[src/rtl/calc_entry.sv]
// Keypad entry sequencer: synchronises key strobes, assembles {opcode, B, A}
// and hands the coded word to the ALU when EQ is accepted.
module calc_entry (
   input  logic        clk,
   input  logic        rst,
   input  logic        key_strobe,
   input  logic [4:0]  key_code,
   output logic [11:0] nr_coded,
   output logic        coded_valid,
   output logic [3:0]  disp_val,
   output logic [2:0]  state,
   output logic        err
);

   typedef enum logic [2:0] {
      IDLE = 3'd0,
      OPA  = 3'd1,
      OPW  = 3'd2,
      OPB  = 3'd3,
      DONE = 3'd4,
      ERR  = 3'd5
   } state_t;

   state_t     st;
   logic       s1, s2, s3;
   logic       ev;
   logic [3:0] a, b, oper;
   logic [3:0] key_val;
   logic       is_digit, is_clr, is_eq, is_op;

   assign state    = st;
   assign ev       = s2 & ~s3;
   assign key_val  = key_code[3:0];
   assign is_digit = ~key_code[4];
   assign is_clr   = (key_code == 5'h10);
   assign is_eq    = (key_code == 5'h1F);
   assign is_op    = key_code[4] && (key_val >= 4'd1) && (key_val <= 4'd13);

   // Synchroniser presets to 1 so a strobe already high at reset release is
   // seen as "old" and produces no event.
   // NOTE: every flop here uses <= so all stages sample the pre-edge values.
   always_ff @(posedge clk or posedge rst) begin
      if (rst) begin
         s1 <= 1'b1;
         s2 <= 1'b1;
         s3 <= 1'b1;
      end else begin
         s1 <= key_strobe;
         s2 <= s1;
         s3 <= s2;
      end
   end

   // Single-process FSM; all outputs registered. Anything not listed as legal
   // for a state sends it to ERR, which only CLR leaves.
   always_ff @(posedge clk or posedge rst) begin
      if (rst) begin
         st          <= IDLE;
         a           <= '0;
         b           <= '0;
         oper        <= '0;
         nr_coded    <= '0;
         disp_val    <= '0;
         coded_valid <= 1'b0;
         err         <= 1'b0;
      end else begin
         coded_valid <= 1'b0;
         if (ev) begin
            if (is_clr) begin
               st       <= IDLE;
               a        <= '0;
               b        <= '0;
               oper     <= '0;
               nr_coded <= '0;
               disp_val <= '0;
               err      <= 1'b0;
            end else begin
               case (st)
                  IDLE: begin
                     if (is_digit) begin
                        a        <= key_val;
                        disp_val <= key_val;
                        st       <= OPA;
                     end else begin
                        st  <= ERR;
                        err <= 1'b1;
                     end
                  end
                  OPA: begin
                     if (is_digit) begin
                        a        <= key_val;
                        disp_val <= key_val;
                     end else if (is_op) begin
                        oper <= key_val;
                        st   <= OPW;
                     end else begin
                        st  <= ERR;
                        err <= 1'b1;
                     end
                  end
                  OPW: begin
                     if (is_digit) begin
                        b        <= key_val;
                        disp_val <= key_val;
                        st       <= OPB;
                     end else if (is_op) begin
                        oper <= key_val;
                     end else begin
                        st  <= ERR;
                        err <= 1'b1;
                     end
                  end
                  OPB: begin
                     if (is_digit) begin
                        b        <= key_val;
                        disp_val <= key_val;
                     end else if (is_eq) begin
                        nr_coded    <= {oper, b, a};
                        coded_valid <= 1'b1;
                        st          <= DONE;
                     end else begin
                        st  <= ERR;
                        err <= 1'b1;
                     end
                  end
                  DONE: begin
                     if (is_digit) begin
                        a        <= key_val;
                        b        <= '0;
                        oper     <= '0;
                        disp_val <= key_val;
                        st       <= OPA;
                     end else if (is_eq) begin
                        coded_valid <= 1'b1;
                     end else begin
                        st  <= ERR;
                        err <= 1'b1;
                     end
                  end
                  default: begin
                     st  <= ERR;
                     err <= 1'b1;
                  end
               endcase
            end
         end
      end
   end

endmodule

[config.mk]
export PLATFORM = sky130hd
export DESIGN_NAME = calc_entry
export DESIGN_NICKNAME = d
export VERILOG_FILES = /design/src/rtl/calc_entry.sv
export SDC_FILE = /design/constraint.sdc
export NUM_CORES = 1
export LEC_CHECK = 0
export CORE_ASPECT_RATIO = 1.4
export CORE_MARGIN = 3
export CORE_UTILIZATION = 34
export CTS_BUF_LIST = sky130_fd_sc_hd__clkbuf_16
export CTS_CLUSTER_DIAMETER = 120
export DETAILED_ROUTE_END_ITERATION = 8
export MAX_ROUTING_LAYER = met4
export SKIP_LAST_GASP = 1
export SLEW_MARGIN = 15
export SYNTH_ARGS = -nofsm -noshare
export SYNTH_HDL_FRONTEND = slang
export SYNTH_SLANG_ARGS = --single-unit
[constraint.sdc]
create_clock -name clk -period 1.5 [get_ports clk]
set_input_delay 0.375 -clock clk [delete_from_list [all_inputs] [get_ports clk]]
set_output_delay 0.375 -clock clk [all_outputs]
set_load 0.03 [all_outputs]
---- Word level (Yosys, flattened, before mapping) ----
Cells that the tools add are included.
storage, ports and cells
  register bits after elaboration ......... 36
  input bits .............................. 8
  output and inout port bits .............. 21
  logic and storage cells ................. 95
operators by class
  $lt $le $gt $ge ......................... 2
  equality and inequality tests ........... 19
  multiplexer cells ....................... 39
  bitwise operators ....................... 2
  reduce and logical (&&, ||, !) cells .... 22
operator list
  cell                                                   count
  2-to-1 mux 12 bit                                      4
  2-to-1 mux 4 bit                                       10
  2-to-1 mux 3 bit                                       9
  inequality test 3 bit, second input constant           6
  one-hot mux 4 bit (2 select lines)                     2
  one-hot mux 3 bit (5 select lines)                     1
  2-to-1 mux 1 bit                                       12
  equality test 5 bit, second input constant             2
  AND reduction 5 bit                                    2
  nonzero test 2 bit                                     5
  inequality test 3 x 1 -> 1 bit, second input constant  3
  inequality test 4 bit, second input constant           2
  AND reduction 4 bit                                    2
  equality test 3 x 2 -> 1 bit, second input constant    2
  AND reduction 3 bit                                    2
  AND reduction 6 bit                                    1
  nonzero test 3 bit                                     2
  OR reduction 2 bit                                     3
  OR reduction 5 bit                                     1
  >= comparator 4 x 1 -> 1 bit, second input constant    1
  less-or-equal comparator 4 bit, second input constant  1
  equality test 3 x 1 -> 1 bit, second input constant    1
  equality test 3 bit, second input constant             1
  zero test 3 bit                                        1
  7 further kinds                                        8

---- Depth between registers and ports, before layout ----
Gate-level depths: netlist (run 1).
  word-level depth ........................ 7
  mapped depth ............................ 6
  gate-level depth less buffers ........... 4

---- Least setup slack after synthesis (run 1) ----
Ideal clock, no wire load.
  kind .................................... flip-flop to flip-flop
  from .................................... register st[0], in the netlist state[0]
  to ...................................... register st[2], in the netlist state[2]
  setup time .............................. 130 ps
  arrival time ............................ 1658 ps
  data required time ...................... 1370 ps
  path slack .............................. -288 ps
  cell stages (with the launch flop) ...... 6
  path buffers ............................ 1
  period minus slack after synthesis ...... 1788 ps
  path through ............................ dfrtp_1 -> or3b_1 -> clkbuf_1 -> o311ai_1 -> nand2b_1 -> o32ai_1
between the ends
  cells in the longest elaborated chain, start to end .. 3
  elaborated cells on any way between the ends .. 12
  classes of those cells .................. 8 x eq/ne; 2 x mux; 2 x reduce/logical
RTL lines
  element                                                                          RTL line  source
  start, declared                                                                  24        state_t st;
  start signal, assigned                                                           58        st <= IDLE;
  start signal, assigned                                                           70        st <= IDLE;
  start signal, assigned                                                           83        st <= OPA;
  equality test 3 x 2 -> 1 bit, or another cell as far along                       78        case (st)
  inequality test 4 bit (no source line), or another cell as far along             -
  AND reduction 5 bit (no source line) / 2-to-1 mux 3 bit (equally long branches)  -
Several ways; a longest one is shown, not always the timed one.
A chain may end at the register's enable or synchronous reset.

---- Worst setup path in the final report (run 1) ----
  from .................................... register st[1], in the netlist state[1]
  to ...................................... register oper[1]
between the ends
  cells in the longest elaborated chain, start to end .. 4
  elaborated cells on any way between the ends .. 11
  classes of those cells .................. 6 x eq/ne; 2 x mux; 3 x reduce/logical
RTL lines
  element                                                                              RTL line  source
  equality test 3 x 2 -> 1 bit / equality test 3 x 1 -> 1 bit (equally long branches)  78
  OR reduction 2 bit (no source line)                                                  -
  inequality test 3 x 1 -> 1 bit (no source line), or another cell as far along        -
  AND reduction 5 bit (no source line) / 2-to-1 mux 4 bit (equally long branches)      -
  end signal, assigned                                                                 94        oper <= key_val;
  end signal, assigned                                                                 107       oper <= key_val;
  end, declared                                                                        27        logic [3:0] a, b, oper;
Several ways; a longest one is shown, not always the timed one.

==> metrics.md, run 1 <==
| Metric | Value |
|---|---|
| Vias/cell | `5.27` |
| Longest Clk Path Bufs | `2` |
| Slew Limit Fails | `0` |
| Fmax | `613 MHz` |
| H-tree Lvls | `2` |
| Cells after Synth | `140` |
| Avg Cell Area, Syn | `11.9 sq um` |
| Reg2Reg Depth | `4` |
| Boundary pin count | `29` |
| Final worst slack | `-0.131 ns` |
| Die area | `5800 sq um` |
| Ant. Diodes | `0` |
| Drt pass-1 iters | `4` |
| Max VDD drop | `0.822 mV` |
| Initial antenna violation count | `0` |
| #FFs+latches synth | `36` |
| Largest net degree at the start of global routing | `37` |
| Dpl cell area | `2350 sq um` |
| Worst Max-Slew Pin Slew | `0.422 ns` |
| Post-synth ARST share | `100%` |
| Starting Density | `36.0%` |
| First-pass GRT wire length | `8.22 mm` |
| Hold WC Path Type | `reg -> reg` |
| Post-synth EDFFs | `0` |
| Die Width | `65.2 um` |
| GRT Util Overall | `19.6%` |
| WL/cell | `17.5 um` |
| Rows | `29` |
| Clk_skew | `0.00395 ns` |
| Final Non-Filler Cells | `291` |
| Status | `complete, but fails checks` |
| Main synth FF type | `dfrtp_1` |
| DP Cell Count | `265` |
| Non-Filler Cell Area, Final | `2890 sq um` |
| Worst-path maximum fanout | `5` |
| Vias in the first global route | `1648` |
| Unrepaired setup endpoints after global routing | `true` |
| Fin util | `62.2%` |
| Yosys warns | `0` |
| Startpoint types | `flip-flop` |
| Area grow syn2layout | `73.0%` |
| Power Density | `1450 nW/um^2` |
| Reg2reg end | `oper[1]$_DFFE_PP0P_` |
| PortBufs | `28` |
| DP HPWL | `3.38 mm` |
| DR vias | `1535` |
| Worst hold stages | `0` |
| Worst EP required | `1.71 ns` |
| Worst Min Path Start | `s1$_DFF_PP1_` |
| CTS Root Cell | `clkbuf_16` |
| MaxCap Viol Count | `0` |
| Reg-to-Reg Start | `state[1]$_DFFE_PP0P_` |
| Failing checks | `negative setup slack` |
| Post-Synthesis Cell Area | `1670 sq um` |
| Crit path DAT | `1.84 ns` |
| Distinct cell type count of the synthesized netlist | `43` |
| Relative slew slack | `71.8%` |
| Share of cells above drive strength 1 | `54.1%` |
| Nets@finish | `236` |
| Routed WL | `5.09 mm` |
| Hold_buf cts | `0` |
| Crit. End Element | `flip-flop` |
| Minimum clock period | `1.63 ns` |
| Final Setup Violations | `24` |
| Clock-pin slew on the worst setup and hold paths | `0.06 ns` |
| Setup TNS Final | `-1.52 ns` |
| Final ANT Viol Nets | `0` |
| Period utilization | `109%` |
| Clk sink count | `36` |
| Hold EP | `s2$_DFF_PP1_` |
| Core Region | `4640 sq um` |
| TritonCTS Buffers | `5` |
| Grt total ovfl | `0` |
| Final Hold Fails | `0` |
| Final Wtd Congestion | `0.881` |
| Detailed-route DRC error count | `0` |
| Crit path kind | `reg -> reg` |
| Hold WS | `0.357 ns` |
| Leakage Power | `1.34 nW` |
| Worst-Skew Late Latency | `0.28 ns` |
| Chip height | `88.9 um` |
| Syn Nets | `148` |
| TritonCTS clock tree | `built` |
| Post-synthesis sequential area ratio | `54.2%` |
| Initial drt markers | `86` |
| R2r setup slk | `-0.13 ns` |
kinds of logic (layout without fill, tap and decap cells):
logic type | after synthesis | in the layout | synth area share (%)
DFF | 36 | 36 | 54.2
buffers and inverters | 14 | 102 | 4.57
AOI/OAI and AO/OA | 42 | 42 | 21.6
muxes | 8 | 8 | 5.39
and+or+nand+nor | 39 | 40 | 13.8
xor gates and xnor gates | 1 | 1 | 0.524
registers in the layout, indices dropped and copies added (netlist names):
signal and cells:
a 4, err 1, b 4, state 3, nr_coded 12, disp_val 4
s2 1, s3 1, coded_valid 1, oper 4, s1 1
per-stage QoR:
step | power, mW | worst slack (ns)
floorplan | 2.13 | -0.173
global route | 4.42 | -0.192
finish | 4.20 | -0.131
detailed placement | 2.75 | -0.920
global placement | 2.72 | -0.893
CTS | 4.09 | -0.152
report_power, final:
part           switching (mW)  total, mW  internal (mW)
Sequential              0.184       1.41           1.22
Combinational           0.860       1.81          0.953
Clock                   0.381      0.984          0.603
Total                    1.43       4.20           2.78
critical path, stage by stage, from the launching register on:
cell	delay, ns
dfrtp_2	0.45
a31o_1	0.25
or3_4	0.39
a211oi_4	0.29
a32o_2	0.19
cell usage after synthesis, types with 2 or more instances:
master / count / area (sq um)
buf_6: 2 / 22.5
nand2b_1: 3 / 18.8
nor2b_1: 3 / 18.8
inv_1: 3 / 11.3
a22o_1: 12 / 105
o221ai_1: 2 / 17.5
mux2_1: 6 / 67.6
or3_1: 2 / 12.5
a32o_1: 4 / 40.0
buf_2: 7 / 35.0
o311ai_1: 3 / 26.3
nand3b_1: 2 / 15.0
nand3_1: 2 / 10.0
dfstp_2: 3 / 78.8
mux2_2: 2 / 22.5
a211oi_1: 2 / 15.0
o21ai_1: 5 / 25.0
nor2_1: 2 / 7.51
nand2_1: 13 / 48.8
a21oi_1: 3 / 15.0
nor3_1: 3 / 15.0
dfrtp_1: 33 / 826
o32ai_1: 2 / 17.5
nor4_2: 2 / 25.0
area by class of cell:
| type | instances | area [sq um] |
|---|---|---|
| fillers | 397 | 1750 |
| inverters | 3 | 11.3 |
| flip-flops and latches | 36 | 908 |
| well taps | 62 | 77.6 |
| repair buffers | 91 | 795 |
| multi-input cells | 91 | 960 |
| clock inverters | 3 | 13.8 |
| clock buffers | 5 | 125 |
cells in the final DEF (no fill, tap or decap), types with 2 or more instances in the layout:
| cell | Yosys | layout |
|---|---|---|
| nand2b_1 | 3 | 2 |
| nand3_4 | 0 | 2 |
| o311ai_4 | 0 | 3 |
| o32ai_2 | 0 | 2 |
| clkdlybuf4s50_1 | 0 | 2 |
| nor4_4 | 0 | 2 |
| or3b_4 | 0 | 2 |
| nor3_2 | 0 | 2 |
| dlygate4sd2_1 | 0 | 19 |
| a21oi_1 | 3 | 2 |
| nor2_1 | 2 | 2 |
| clkinv_2 | 0 | 2 |
| dfrtp_1 | 33 | 30 |
| o21ai_1 | 5 | 4 |
| dfstp_2 | 3 | 3 |
| or3_4 | 0 | 2 |
| nand2_2 | 0 | 2 |
| a32o_1 | 4 | 3 |
| dfrtp_2 | 0 | 3 |
| clkbuf_16 | 0 | 5 |
| nor2b_1 | 3 | 2 |
| nand3b_1 | 2 | 2 |
| buf_4 | 0 | 50 |
| nand2_1 | 13 | 11 |
| buf_6 | 2 | 18 |
| mux2_4 | 0 | 8 |
| nand3_1 | 2 | 2 |
| a22o_1 | 12 | 12 |
| inv_1 | 3 | 3 |
routing by layer:
metal / track usage, % / part of all wire (%) / wire length, um / vias to the layer above
met5: - / 0 / 0 / -
met1: 19.9 / 39 / 1970 / 774
met2: 35.9 / 55 / 2820 / 35
li1: - / - / - / 713
met3: 3.65 / 2.8 / 145 / 13
met4: 9.06 / 3.1 / 159 / 0
worst max-delay path by stage:
stage,start,to,slack [ns]
after global routing,state[2]$_DFFE_PP0P_,oper[1]$_DFFE_PP0P_,-0.19
after global placement,key_code[2],a[2]$_DFFE_PP0P_,-0.89
final,state[1]$_DFFE_PP0P_,oper[1]$_DFFE_PP0P_,-0.13
after floorplan,key_code[2],nr_coded[0]$_DFFE_PP0P_,-0.17
after detailed placement,key_code[3],nr_coded[11]$_DFFE_PP0P_,-0.92
after CTS,state[2]$_DFFE_PP0P_,oper[1]$_DFFE_PP0P_,-0.15
what timing repair did:
| item | 4_1_cts | 5_1_grt |
|---|---|---|
| resized for setup | 77 | 19 |
| setup buffers | 15 | 3 |
| cloned | 1 | 1 |
| pin swaps | 19 | 22 |
| setup endpoints to repair | 51 | 32 |
No activity file was read; power rests on OpenSTA's default activity.
==> run 2, diff against run 1 <==
--- a/config.mk
+++ b/config.mk
@@ -7,11 +7,12 @@
 export LEC_CHECK = 0
 export CORE_ASPECT_RATIO = 1.4
 export CORE_MARGIN = 3
-export CORE_UTILIZATION = 34
+export CORE_UTILIZATION = 30
 export CTS_BUF_LIST = sky130_fd_sc_hd__clkbuf_16
 export CTS_CLUSTER_DIAMETER = 120
 export DETAILED_ROUTE_END_ITERATION = 8
 export MAX_ROUTING_LAYER = met4
+export PLACE_DENSITY = 0.53
 export SKIP_LAST_GASP = 1
 export SLEW_MARGIN = 15
 export SYNTH_ARGS = -nofsm -noshare
==> run 2 against run 1 <==
Against the previous run:
- the run still ends with negative setup slack left
- worst setup slack better by 0.0037 ns
- clock power up 21%
- first-iteration DRC count up 15%
- wire length up 5.9%
- worst hold slack worse by 0.0018 ns
==> metrics.md, run 2 (synthesis results as in run 1) <==
| Metric | Value |
|---|---|
| Ant. Diodes | `0 (unchanged)` |
| Rows | `31 (was 29)` |
| Detailed-route DRC error count | `0 (unchanged)` |
| Number of flip-flops in the largest register | `12 (unchanged)` |
| Largest net degree at the start of global routing | `37 (unchanged)` |
| Most frequent cells in the layout | `buf_4 (46), dfrtp_1 (30), dlygate4sd2_1 (19), buf_6 (14), a22o_1 (12) (was buf_4 (50), dfrtp_1 (30), dlygate4sd2_1 (19), buf_6 (18), a22o_1 (12))` |
| Die Width | `69.1 um (was 65.2 um)` |
| Max VDD drop | `0.958 mV (was 0.822 mV)` |
| Routed WL | `5.39 mm (was 5.09 mm)` |
| Final Non-Filler Cells | `293 (was 291)` |
| Unrepaired setup endpoints after global routing | `true (unchanged)` |
| Clk sink count | `36 (unchanged)` |
| Slew Limit Fails | `0 (unchanged)` |
| Vias in the first global route | `1644 (was 1648)` |
| Final Setup Violations | `28 (was 24)` |
| MaxCap Viol Count | `0 (unchanged)` |
| Most common cell after layout, fill and taps aside | `buf_4 (unchanged)` |
| Leakage Power | `1.35 nW (was 1.34 nW)` |
| Crit path kind | `reg -> reg (unchanged)` |
| Drt pass-1 iters | `4 (unchanged)` |
| Top reg by flops | `nr_coded (unchanged)` |
| Crit. End Element | `flip-flop (unchanged)` |
| Period utilization | `108% (was 109%)` |
| DP HPWL | `3.41 mm (was 3.38 mm)` |
| GRT Util Overall | `17.5% (was 19.6%)` |
| PortBufs | `28 (unchanged)` |
| Startpoint types | `flip-flop (unchanged)` |
| Worst hold stages | `0 (unchanged)` |
| Worst-Skew Late Latency | `0.28 ns (about the same)` |
| DR vias | `1545 (was 1535)` |
| Final Hold Fails | `0 (unchanged)` |
| Longest Clk Path Bufs | `2 (unchanged)` |
| TritonCTS clock tree | `built (unchanged)` |
| Die area | `6510 sq um (was 5800 sq um)` |
| CP peak stage delay | `0.44 ns (was 0.45 ns)` |
| Worst Max-Slew Pin Slew | `0.423 ns (was 0.422 ns)` |
| Dpl ws | `-0.969 ns (was -0.920 ns)` |
| Final worst slack | `-0.127 ns (was -0.131 ns)` |
| Hold WC Path Type | `reg -> reg (unchanged)` |
| Initial antenna violation count | `0 (unchanged)` |
| Cell mode on critical path | `buf_4` |
| Vias/cell | `5.27 (about the same)` |
| First-pass GRT wire length | `8.51 mm (was 8.22 mm)` |
| Reg2Reg Depth | `7 (was 4)` |
| Slowest stage cell, crit path | `dfrtp_2 (unchanged)` |
| Area grow syn2layout | `75.2% (was 73.0%)` |
| Worst-path maximum fanout | `6 (was 5)` |
| Initial drt markers | `99 (was 86)` |
| Nets@finish | `234 (was 236)` |
| DP Cell Count | `263 (was 265)` |
| Hold_buf cts | `0 (unchanged)` |
| WL/cell | `18.4 um (was 17.5 um)` |
| R2r setup slk | `-0.13 ns (about the same)` |
| Final Wtd Congestion | `0.901 (was 0.881)` |
| Status | `complete, but fails checks (unchanged)` |
| Worst-path cell chain | `buf_4 > clkbuf_16 > nand3b_1 > buf_4 > o221ai_2 > nor3_1 > o21ba_1 (was a31o_1 > or3_4 > a211oi_4 > a32o_2)` |
| Chip height | `94.3 um (was 88.9 um)` |
| Boundary pin count | `29 (unchanged)` |
| Grt total ovfl | `0 (unchanged)` |
| Fmax | `614 MHz (was 613 MHz)` |
| Starting Density | `31.7% (was 36.0%)` |
| Power Density | `1520 nW/um^2 (was 1450 nW/um^2)` |
| CTS Root Cell | `clkbuf_16 (unchanged)` |
| Final ANT Viol Nets | `0 (unchanged)` |
| Share of cells above drive strength 1 | `54.6% (was 54.1%)` |
| Setup TNS Final | `-2.09 ns (was -1.52 ns)` |
| Clock-pin slew on the worst setup and hold paths | `0.06 ns (about the same)` |
| Failing checks | `negative setup slack (unchanged)` |
| H-tree Lvls | `2 (unchanged)` |
| Core Region | `5280 sq um (was 4640 sq um)` |
| Worst EP required | `1.67 ns (was 1.71 ns)` |
| Minimum clock period | `1.63 ns (about the same)` |
| Relative slew slack | `71.7% (was 71.8%)` |
| Clk_skew | `0.00545 ns (was 0.00395 ns)` |
| TritonCTS Buffers | `5 (unchanged)` |
| Crit path DAT | `1.80 ns (was 1.84 ns)` |
## run 2: layout make-up
cell class,instances,area (sq um)
Multi-Input combinational cell,91,972
Tap cell,66,82.6
Sequential cell,36,908
Clock buffer,5,125
Timing Repair Buffer,89,785
Fill cell,462,2350
Inverter,3,11.3
Clock inverter,3,42.5
## run 2: critical path: cells and delay by family, from the launching register on
kind                   cells  cell delay (ns)
flip-flops                 1             0.44
buffers and inverters      3             0.46
AND/OR/NAND/NOR            2             0.34
AO/OA/AOI/OAI              2             0.28
## run 2: final timing paths
| path | from | to |
|---|---|---|
| max | state[0]$_DFFE_PP0P_ | err$_DFFE_PP0P_ |
| min | s1$_DFF_PP1_ | s2$_DFF_PP1_ |
| max reg2reg | state[0]$_DFFE_PP0P_ | err$_DFFE_PP0P_ |
| min reg2reg | s1$_DFF_PP1_ | s2$_DFF_PP1_ |
| max in group asynchronous | rst | s1$_DFF_PP1_ |
| min in group asynchronous | rst | oper[0]$_DFFE_PP0P_ |
## run 2: timing repair
action / CTS / global route
endpoints found under the setup margin: 51 / 34
cloned: 2 / 3
setup buffers: 15 / 5
hold endpoints to repair: 0 / 0
gates resized for setup: 82 / 19
pin swaps: 19 / 14
## run 2: where the power goes
group	switching, mW	internal, mW
Sequential	0.181	1.22
Clock	0.414	0.780
Combinational	0.892	0.962
## run 2: per-layer routing
metal  vias up  share of wire, %  global-route usage [%]
li1        714                 -                       -
met1       760                37                    17.9
met2        51                55                    30.4
met3        20               3.3                    4.39
met4         0               4.6                    10.1
met5         -                 0                       -
## run 2: through the flow
| stage | total power, mW | utilization [%] | hold WS, ns | cell area, sq um |
|---|---|---|---|---|
| 6_report | 4.45 | 55.5 | 0.355 | 2930 |
| 5_1_grt | 4.66 | 55.5 | 0.360 | 2930 |
| 4_1_cts | 4.17 | 52.6 | 0.357 | 2770 |
| 3_5_place_dp | 2.67 | 43.7 | 0.349 | 2310 |
| 3_3_place_gp | 2.63 | 43.7 | 0.346 | 2310 |
| 2_1_floorplan | 2.13 | - | 0.345 | 1730 |
